File: src/rtl/checkpoint_buffer_pkg.sv
// Shared types and sizing for the branch-checkpoint buffer.
// The buffer size and id width are global macros, so other front-end
// blocks that carry checkpoint ids agree on the same width.
// Optional feature macro: CHECKPOINT_BUFFER_BYPASS_EN (see checkpoint_buffer.sv).

`ifndef CHECKPOINT_BUFFER_SIZE
`define CHECKPOINT_BUFFER_SIZE 64
`endif

`ifndef CHECKPOINT_ID_WIDTH
`define CHECKPOINT_ID_WIDTH 6
`endif

package checkpoint_buffer_pkg;

    localparam int CPBUF_DEPTH    = `CHECKPOINT_BUFFER_SIZE;
    localparam int CPBUF_ID_WIDTH = `CHECKPOINT_ID_WIDTH;

    // Predictor state captured when a branch/jump is dispatched, restored
    // by the BRU on a misprediction.
    typedef struct packed {
        logic [31:0] local_history;
        logic [15:0] global_history;
        logic [3:0]  ras_ptr;
    } checkpoint_t;

    // Commit-stage feedback. The buffer only looks at enable and flush.
    typedef struct packed {
        logic       enable;
        logic       flush;
        logic [6:0] commit_rob_id;
    } commit_feedback_pack_t;

endpackage

File: src/rtl/checkpoint_buffer_if.sv
// Bundle of allocate / lookup / free signals around the checkpoint buffer.
// master: the surrounding pipeline (front end, BRU, commit).
// slave : the checkpoint buffer itself.

interface checkpoint_buffer_if #(
    parameter int ID_WIDTH = `CHECKPOINT_ID_WIDTH
) ();
    import checkpoint_buffer_pkg::*;

    // Allocation from the front end
    logic                  cpbuf_push_valid;
    checkpoint_t           cpbuf_push_data;
    logic                  cpbuf_push_ready;
    logic [ID_WIDTH-1:0]   cpbuf_push_id;

    // BRU lookup
    logic [ID_WIDTH-1:0]   exbru_cpbuf_id;
    checkpoint_t           cpbuf_exbru_data;

    // Commit-side free / flush
    logic                  commit_cpbuf_pop;
    commit_feedback_pack_t commit_feedback_pack;

    // Status
    logic                  cpbuf_empty;
    logic [ID_WIDTH:0]     cpbuf_count;

    modport master (
        output cpbuf_push_valid,
        output cpbuf_push_data,
        input  cpbuf_push_ready,
        input  cpbuf_push_id,
        output exbru_cpbuf_id,
        input  cpbuf_exbru_data,
        output commit_cpbuf_pop,
        output commit_feedback_pack,
        input  cpbuf_empty,
        input  cpbuf_count
    );

    modport slave (
        input  cpbuf_push_valid,
        input  cpbuf_push_data,
        output cpbuf_push_ready,
        output cpbuf_push_id,
        input  exbru_cpbuf_id,
        output cpbuf_exbru_data,
        input  commit_cpbuf_pop,
        input  commit_feedback_pack,
        output cpbuf_empty,
        output cpbuf_count
    );

endinterface

File: src/rtl/checkpoint_buffer_ptr.sv
// Wrap-bit circular pointer: ID_WIDTH index bits plus one wrap bit, so that
// equal indices can be told apart as "empty" or "full" by the wrap bit.
// Clear has priority over increment.

module checkpoint_buffer_ptr #(
    parameter int ID_WIDTH = 6
) (
    input  logic                clk,
    input  logic                rst_n,
    input  logic                inc_i,
    input  logic                clr_i,
    output logic [ID_WIDTH:0]   ptr_o,
    output logic [ID_WIDTH-1:0] idx_o
);

    logic [ID_WIDTH:0] ptr_q;
    logic [ID_WIDTH:0] ptr_d;

    // Next pointer: clear, else increment (wraps naturally modulo 2^(ID_WIDTH+1)).
    always_comb begin
        // NOTE: default assigned first so every path drives ptr_d and no latch is inferred.
        ptr_d = ptr_q;
        if (clr_i) begin
            ptr_d = '0;
        end else if (inc_i) begin
            ptr_d = ptr_q + (ID_WIDTH + 1)'(1);
        end
    end

    // Pointer register with asynchronous active-low reset.
    always_ff @(posedge clk or negedge rst_n) begin
        // NOTE: state uses non-blocking assignments so all flops update from pre-edge values.
        if (!rst_n) begin
            ptr_q <= '0;
        end else begin
            ptr_q <= ptr_d;
        end
    end

    assign ptr_o = ptr_q;
    assign idx_o = ptr_q[ID_WIDTH-1:0];

endmodule

File: src/rtl/checkpoint_buffer.sv
// Circular buffer of branch-predictor checkpoints. Entries are allocated in
// program order by the front end, looked up by id from the BRU, freed in
// order at commit and dropped wholesale on a commit flush.
// Optional: CHECKPOINT_BUFFER_BYPASS_EN forwards a same-cycle push to the
// BRU lookup when the lookup id equals the tail index.

module checkpoint_buffer
    import checkpoint_buffer_pkg::*;
#(
    parameter int DEPTH    = `CHECKPOINT_BUFFER_SIZE,
    parameter int ID_WIDTH = `CHECKPOINT_ID_WIDTH
) (
    input  logic clk,
    input  logic rst,
    checkpoint_buffer_if.slave bus
);

    logic [ID_WIDTH:0]   head_ptr;
    logic [ID_WIDTH:0]   tail_ptr;
    logic [ID_WIDTH-1:0] head_idx;
    logic [ID_WIDTH-1:0] tail_idx;

    logic full;
    logic empty;
    logic flush;
    logic push_accept;   // handshake completes (valid && ready)
    logic push_commit;   // handshake completes and is not overridden by flush
    logic pop_commit;

    checkpoint_t mem_q [DEPTH];

    logic unused_feedback;
    assign unused_feedback = ^bus.commit_feedback_pack.commit_rob_id;

    // Status derived from registered pointers only, so a same-cycle pop
    // never makes room for a push.
    assign empty = (head_ptr == tail_ptr);
    assign full  = (head_idx == tail_idx) && (head_ptr[ID_WIDTH] != tail_ptr[ID_WIDTH]);
    assign flush = bus.commit_feedback_pack.enable && bus.commit_feedback_pack.flush;

    assign push_accept = bus.cpbuf_push_valid && !full;
    assign push_commit = push_accept && !flush;
    assign pop_commit  = bus.commit_cpbuf_pop && !empty && !flush;

    checkpoint_buffer_ptr #(.ID_WIDTH(ID_WIDTH)) u_head_ptr (
        .clk   (clk),
        .rst_n (rst),
        .inc_i (pop_commit),
        .clr_i (flush),
        .ptr_o (head_ptr),
        .idx_o (head_idx)
    );

    checkpoint_buffer_ptr #(.ID_WIDTH(ID_WIDTH)) u_tail_ptr (
        .clk   (clk),
        .rst_n (rst),
        .inc_i (push_commit),
        .clr_i (flush),
        .ptr_o (tail_ptr),
        .idx_o (tail_idx)
    );

    // Checkpoint storage: written at the tail on an accepted push; never
    // cleared by pop or flush, so freed slots keep their last contents.
    always_ff @(posedge clk or negedge rst) begin
        if (!rst) begin
            // NOTE: this array is reset on purpose -- the BRU may read any slot, and
            // an unallocated slot must return zero rather than X after reset.
            for (int i = 0; i < DEPTH; i++) begin
                mem_q[i] <= '0;
            end
        end else if (push_commit) begin
            mem_q[tail_idx] <= bus.cpbuf_push_data;
        end
    end

    // BRU lookup: zero-latency read, optionally bypassing a same-cycle push.
    always_comb begin
        bus.cpbuf_exbru_data = mem_q[bus.exbru_cpbuf_id];
`ifdef CHECKPOINT_BUFFER_BYPASS_EN
        // Forwarding keys off the handshake alone; a coincident flush does
        // not suppress it because this path is purely combinational.
        if (push_accept && (bus.exbru_cpbuf_id == tail_idx)) begin
            bus.cpbuf_exbru_data = bus.cpbuf_push_data;
        end
`endif
    end

    assign bus.cpbuf_push_ready = !full;
    assign bus.cpbuf_push_id    = tail_idx;
    assign bus.cpbuf_empty      = empty;
    assign bus.cpbuf_count      = tail_ptr - head_ptr;

endmodule

File: src/flat_wrapper.sv
// flat-port wrapper written by rule: the top's interface ports become plain ports
module checkpoint_buffer_flat import checkpoint_buffer_pkg::*;
#(
    parameter int DEPTH    = `CHECKPOINT_BUFFER_SIZE,
    parameter int ID_WIDTH = `CHECKPOINT_ID_WIDTH
)
  (clk, rst, bus_cpbuf_push_valid, bus_cpbuf_push_data, bus_cpbuf_push_ready, bus_cpbuf_push_id, bus_exbru_cpbuf_id, bus_cpbuf_exbru_data, bus_commit_cpbuf_pop, bus_commit_feedback_pack, bus_cpbuf_empty, bus_cpbuf_count);
  checkpoint_buffer_if #(.ID_WIDTH(ID_WIDTH)) bus_i ();
  input  logic clk;
  input  logic rst;
  input wire logic [$bits(bus_i.cpbuf_push_valid)-1:0] bus_cpbuf_push_valid;
  input wire logic [$bits(bus_i.cpbuf_push_data)-1:0] bus_cpbuf_push_data;
  output wire logic [$bits(bus_i.cpbuf_push_ready)-1:0] bus_cpbuf_push_ready;
  output wire logic [$bits(bus_i.cpbuf_push_id)-1:0] bus_cpbuf_push_id;
  input wire logic [$bits(bus_i.exbru_cpbuf_id)-1:0] bus_exbru_cpbuf_id;
  output wire logic [$bits(bus_i.cpbuf_exbru_data)-1:0] bus_cpbuf_exbru_data;
  input wire logic [$bits(bus_i.commit_cpbuf_pop)-1:0] bus_commit_cpbuf_pop;
  input wire logic [$bits(bus_i.commit_feedback_pack)-1:0] bus_commit_feedback_pack;
  output wire logic [$bits(bus_i.cpbuf_empty)-1:0] bus_cpbuf_empty;
  output wire logic [$bits(bus_i.cpbuf_count)-1:0] bus_cpbuf_count;
  assign bus_i.cpbuf_push_valid = bus_cpbuf_push_valid;
  assign bus_i.cpbuf_push_data = bus_cpbuf_push_data;
  assign bus_cpbuf_push_ready = bus_i.cpbuf_push_ready;
  assign bus_cpbuf_push_id = bus_i.cpbuf_push_id;
  assign bus_i.exbru_cpbuf_id = bus_exbru_cpbuf_id;
  assign bus_cpbuf_exbru_data = bus_i.cpbuf_exbru_data;
  assign bus_i.commit_cpbuf_pop = bus_commit_cpbuf_pop;
  assign bus_i.commit_feedback_pack = bus_commit_feedback_pack;
  assign bus_cpbuf_empty = bus_i.cpbuf_empty;
  assign bus_cpbuf_count = bus_i.cpbuf_count;
  checkpoint_buffer #(.DEPTH(DEPTH), .ID_WIDTH(ID_WIDTH)) u_core (.clk(clk), .rst(rst), .bus(bus_i));
endmodule
File: config.mk
export PLATFORM = sky130hd
export DESIGN_NAME = checkpoint_buffer_flat
export DESIGN_NICKNAME = d
export VERILOG_FILES = /design/src/rtl/checkpoint_buffer_pkg.sv /design/src/rtl/checkpoint_buffer_if.sv /design/src/rtl/checkpoint_buffer_ptr.sv /design/src/rtl/checkpoint_buffer.sv /design/src/flat_wrapper.sv
export SDC_FILE = /design/constraint.sdc
export NUM_CORES = 2
export LEC_CHECK = 0
export ABC_AREA = 0
export BUFFER_PORTS_ARGS = -buffer_cell sky130_fd_sc_hd__buf_2
export CAP_MARGIN = 20
export CORE_MARGIN = 1
export CORE_UTILIZATION = 65
export CTS_CLUSTER_DIAMETER = 30
export DETAILED_ROUTE_END_ITERATION = 10
export HOLD_SLACK_MARGIN = 0.05
export PLACE_DENSITY = 0.82
export SLEW_MARGIN = 20
export SYNTH_ARGS = -nofsm -noshare
export SYNTH_HDL_FRONTEND = slang
export SYNTH_SLANG_ARGS = --single-unit
File: constraint.sdc
create_clock -name clk -period 4.8 [get_ports clk]
set_clock_uncertainty 0.15 [all_clocks]
set_input_delay 0.96 -clock clk [delete_from_list [all_inputs] [get_ports clk]]
set_output_delay 0.96 -clock clk [all_outputs]
set_load 0.05 [all_outputs]
Word level (Yosys, flattened, before mapping) --
Cells that the tools add are included.
Operators by class: div/mod/pow operators 0, magnitude comparators 3, reductions and logical operators 12, multiplexer cells 10, shifts and indexed selects 0, equal/unequal tests 3, multiply operators 0, bitwise logic cells 2, $add $sub $neg 3
Operators with widths (number):
- $bwmux 3328 | 1
- $bmux 52 s6 | 1
- $demux 52 s6 | 1
- $mux 52 | 3
- $mux 7 | 4
- $add 7x1->7 const B | 2
- $ge 7x7->1 const B | 2
- $not 6->7 | 2
- $eq 7x7->1 | 1
- $logic_and 1x1->1 | 7
- $lt 7x1->1 const B | 1
- $sub 7x7->7 | 1
- $eq 6x6->1 | 1
- $reduce_bool 2->1 | 2
- $logic_not 1->1 | 3
- $ne 1x1->1 | 1
Storage, ports and cells: memories 0, input bits 71, output and inout bits 67, bits in read-only memories 0, register bits after elaboration 3342, bits in latches 0, memory bits (writable) 0

Depth between registers and ports, before layout --
word-level depth 7, depth in mapped cells 12, gate-level depth less buffers 10

Hierarchy --
Synthesis repeated with hierarchy kept, for this count alone.
Second synthesis, totals: cells, all modules 9782, area total of the unflattened synthesis 152714.0 um^2
Modules (own cells, without submodules):
- checkpoint_buffer | times used 1, sequential area each 83279.9 um^2, cells each 9712, area an instance 152008.3 um^2
- checkpoint_buffer_ptr | times used 2, sequential area each 175.2 um^2, cells each 35, area an instance 352.8 um^2

Worst setup path after synthesis --
OpenSTA, ideal clock, no wires.
path type input-to-output, start in bus_exbru_cpbuf_id[0], end out bus_cpbuf_exbru_data[49], arrival time 4.040 ns, data required time 3.690 ns, path buffers 6, stages on the path 9, setup slack -0.350 ns, path through buf_2 > buf_4 > buf_2 > buf_4 > buf_2 > buf_2 > mux2i_1 > a21oi_1 > nor4_1
Between the ends: cells in the longest elaborated chain, start to end 4
Ends and longest elaborated chain:
- start: declaration | line flat_wrapper.sv:15 | input wire logic [$bits(bus_i.exbru_cpbuf_id)-1:0] bus_exbru_cpbuf_id;
- $not 6->7 (not written as such) | line checkpoint_buffer.sv:79 | bus.cpbuf_exbru_data = mem_q[bus.exbru_cpbuf_id];
- $bmux 52 s6 | line checkpoint_buffer.sv:79
- $mux 52 (not written as such) (2 in series) | line checkpoint_buffer.sv:79
- end: declaration | line flat_wrapper.sv:16 | output wire logic [$bits(bus_i.cpbuf_exbru_data)-1:0] bus_cpbuf_exbru_data;
Every way passes these cells. The select of a mux whose other input is x is not followed.

Final worst setup path --
start in bus_exbru_cpbuf_id[1], end out bus_cpbuf_exbru_data[26]
Same word-level chain as after synthesis.

==> out/metrics.cfg <==
[critical_path]
cp.required_ps=3690
reg2reg_slack_ps=340
path_common_cell=buf_12
crit_slowest_cell=nor4_1
r2r_cells=9
worstReg2RegStart=u_core.u_tail_ptr.ptr_o[0]$_DFFE_PN0P_
worstPathArrival_ps=3680
crit_chain=buf_8, buf_12, buf_12, mux4_2, o22ai_1, nor4_1, o22a_1, buf_12
crit_fanout=21
max_stage_delay_ps=980
cp_top_family=buffers and inverters
path_class=input port to output pin
end_kind=output pin
worstSetupStartpointType=input port
reg2reg_to=u_core.mem_q[2965]$_DFFE_PN0P_
cp.buffers_inverters=4

[cts]
cts_buffer_depth=4
clkLatencyLatePin_ps=970
cts.htree.levels=6
numCtsBuffers=591
clk_pin_slew_ps=40
root_buffer=clkbuf_16
cts.sinks=3342
post_cts_buffers=0
cts_tree=built

[global_route]
grt_usage_pct=40.0
grt_pass1_wl_microns=685000
antenna_found_initial=31
grt_max_degree=165
grt_pass1_vias=103000
grt-ovfl-total=0

[pwr]
p_seq_share_pct=38.2
sw_frac_of_total_pct=24.3
p_comb_share_pct=9.2
power.density_nw_per_um2=456
p_leak_nw=86.8
switchingPower_mw=19.8
clkPwrFrac_pct=52.6
ir_drop_mv=0.423
p_int_mw=61.8

[placement]
gp_congestion=0.851
dp_hpwl_microns=258000
io_buffers=130
post_dp_cell_area_sq_um=158000

[final_layout]
layout-drive-gt1-share_pct=51.0
finish.utilization_pct=77.6
fill_cells=11600
regArea_sq_um=83600
area_delta_synth_final_pct=18.2
nNetsFinal=9995
multiInputGateArea_sq_um=63200
finalInstanceArea_sq_um=179000

[synth]
synthTopCellsByArea=dfrtp_1, mux2_2, mux4_2, mux2_1, buf_2
synthFlopType=dfrtp_1
synth_edf_count=0
synth_top_area_cell=dfrtp_1
async_flop_share_pct=100
syn_avg_cell_area_sq_um=15.7
ys_types=59
ys_seq_area_share_pct=55.3
yosysTopAreaCellShare_pct=55.3
synth_area_sq_um=151000
syn_nets=9746
syn-instance-count=9666
ys_ff_latch=3342
synth_warnings=0

[hold_path]
holdCritPathClass=input port to flop
min-delay-start=bus_cpbuf_push_valid
hold_depth=3
hold_end=u_core.u_tail_ptr.ptr_o[1]$_DFFE_PN0P_

[timing]
drv_slew=0
setup_violations=0
hold_viol=0
fin_crit_ps=4790
worst_pin_slew_ps=1160
fmax_ghz=0.209
finalCritPeriodShare_pct=99.8
grt_setup_unrepaired=false
tns_ps=0
slew_headroom_pct=22.9

[routing]
vias=94900
drt-pass1-iter-count=6
routed_wl_microns=463000
drt-wirelength-per-cell_microns=34.5
drcViolationCount=0
postRouteAntennaNets=0
via_per_inst=7.08
drtIter0Drc=10400

[run]
cap_violations=0

[die]
start_util_pct=65.6
dieHeight_microns=484
core_sq_um=231000
rows=176
io_pins=138
fp.dieW_microns=484
dieArea_sq_um=235000

[status]
outcome=finished clean

[placed cells by master (no fill, tap or decap), types with 59 or more instances in the layout]
| cell | instances |
|---|---|
| mux4_2 | 770 |
| nor2_1 | 96 |
| mux2_2 | 2779 |
| nand2_1 | 109 |
| clkbuf_1 | 66 |
| mux2i_1 | 152 |
| o21ai_0 | 80 |
| bufinv_16 | 73 |
| buf_12 | 223 |
| mux2_1 | 600 |
| dfrtp_1 | 3342 |
| o22ai_1 | 202 |
| clkinv_2 | 93 |
| buf_2 | 76 |
| clkbuf_16 | 604 |
| clkbuf_8 | 80 |
| a21oi_1 | 59 |
| buf_4 | 364 |
[per-layer routing]
metal	GRT usage, %	wire length (microns)	up-vias
li1	-	-	36600
met1	51.3	170000	50900
met2	60.3	214000	5717
met3	11.4	47000	1678
met4	25.5	31900	30
met5	0	205	-
[area by class of cell]
type / instances / area share [%]
Antenna cell: 15 / 0.0210
Timing Repair Buffer: 670 / 4.31
Clock buffer: 750 / 9.20
Sequential cell: 3342 / 46.8
Inverter: 19 / 0.0413
Clock inverter: 301 / 2.21
Multi-Input combinational cell: 5291 / 35.3
Tap cell: 3026 / 2.12
[power by group through the flow]
| stage | combinational [mW] | sequential, mW | clock [mW] |
|---|---|---|---|
| 6_report | 7.52 | 31.2 | 42.9 |
| 3_5_place_dp | 7.34 | 31.5 | 0 |
| 2_1_floorplan | 4.77 | 31.2 | 0 |
| 3_3_place_gp | 7.08 | 31.3 | 0 |
| 5_1_grt | 7.89 | 31.4 | 44.4 |
| 4_1_cts | 7.46 | 31.2 | 43.0 |
[logic make-up (layout without fill, tap and decap cells)]
kind of cell / Yosys count / in the layout / share of synthesized area, %
buffers and inverters: 1033 / 1740 / 3.18
multiplexers: 4301 / 4301 / 37.6
other: 0 / 15 / 0
XOR/XNOR: 16 / 16 / 0.0976
AND/OR/NAND/NOR: 452 / 452 / 1.52
adder cells (fa/ha/maj): 9 / 9 / 0.0794
flip-flops: 3342 / 3342 / 55.3
AO/OA/AOI/OAI: 513 / 513 / 2.22
[cell usage after synthesis (3+ instances only)]
cell type / number
a2111oi_0: 3
a211oi_1: 23
a21oi_1: 59
a221oi_1: 22
a22o_1: 6
a22oi_1: 23
a311oi_1: 6
a31oi_1: 13
a32oi_1: 11
and2_1: 8
and4_1: 4
buf_1: 87
buf_2: 359
buf_4: 120
buf_6: 5
clkbuf_1: 442
dfrtp_1: 3342
ha_1: 8
inv_1: 17
mux2_1: 600
mux2_2: 2779
mux2i_1: 152
mux4_2: 770
nand2_1: 120
nand2b_1: 15
nand3_1: 20
nand3b_1: 6
nor2_1: 122
nor2_2: 16
nor2_4: 16
nor2b_1: 26
nor3_1: 45
nor4_1: 36
o21a_1: 4
o21ai_0: 80
o221ai_1: 33
o22a_1: 22
o22ai_1: 202
or3_1: 3
xnor2_1: 10
xor2_1: 5
[flip-flops by register name, summed over array words and instances (netlist names)]
signal / cells
u_core.mem_q: 3328
u_core.u_head_ptr.ptr_o: 7
u_core.u_tail_ptr.ptr_o: 7
[through the flow]
step / hold WS, ps / power, mW / setup WS (ps) / cells
finish: 164 / 81.6 / 8.12 / 13400
global route: 153 / 83.6 / 6.14 / 13400
CTS: 120 / 81.6 / 11.7 / 13400
detailed placement: 319 / 38.9 / -168 / 12300
global placement: 311 / 38.4 / -151 / 12300
floorplan: 302 / 35.9 / 86.1 / 9666
[worst max-delay path by stage]
stage | end | start | cells after the start | slack [ps]
detailed placement | bus_cpbuf_exbru_data[4] | bus_exbru_cpbuf_id[0] | 11 | -170
global route | bus_cpbuf_exbru_data[21] | bus_exbru_cpbuf_id[0] | 10 | 6
floorplan | bus_cpbuf_exbru_data[44] | bus_exbru_cpbuf_id[0] | 10 | 90
finish | bus_cpbuf_exbru_data[26] | bus_exbru_cpbuf_id[1] | 8 | 8
global placement | bus_cpbuf_exbru_data[4] | bus_exbru_cpbuf_id[0] | 11 | -150
CTS | bus_cpbuf_exbru_data[12] | bus_exbru_cpbuf_id[1] | 11 | 10
[worst reg2reg max path, delay by kind of cell, from the launching register on]
kind | cells | cell delay, ps
buffers and inverters | 2 | 630
AND/OR/NAND/NOR | 5 | 2260
adder cells (fa/ha/maj) | 1 | 400
multiplexers | 1 | 390
flip-flops | 1 | 490
[what timing repair did]
action | CTS | global route
endpoints found under the hold margin | 33 | 0
setup endpoints to repair | 4 | 4
hold buffers | 1 | 0
resized for setup | 3 | 4
pin swaps | 0 | 0
No activity file was read; power rests on OpenSTA's default activity.
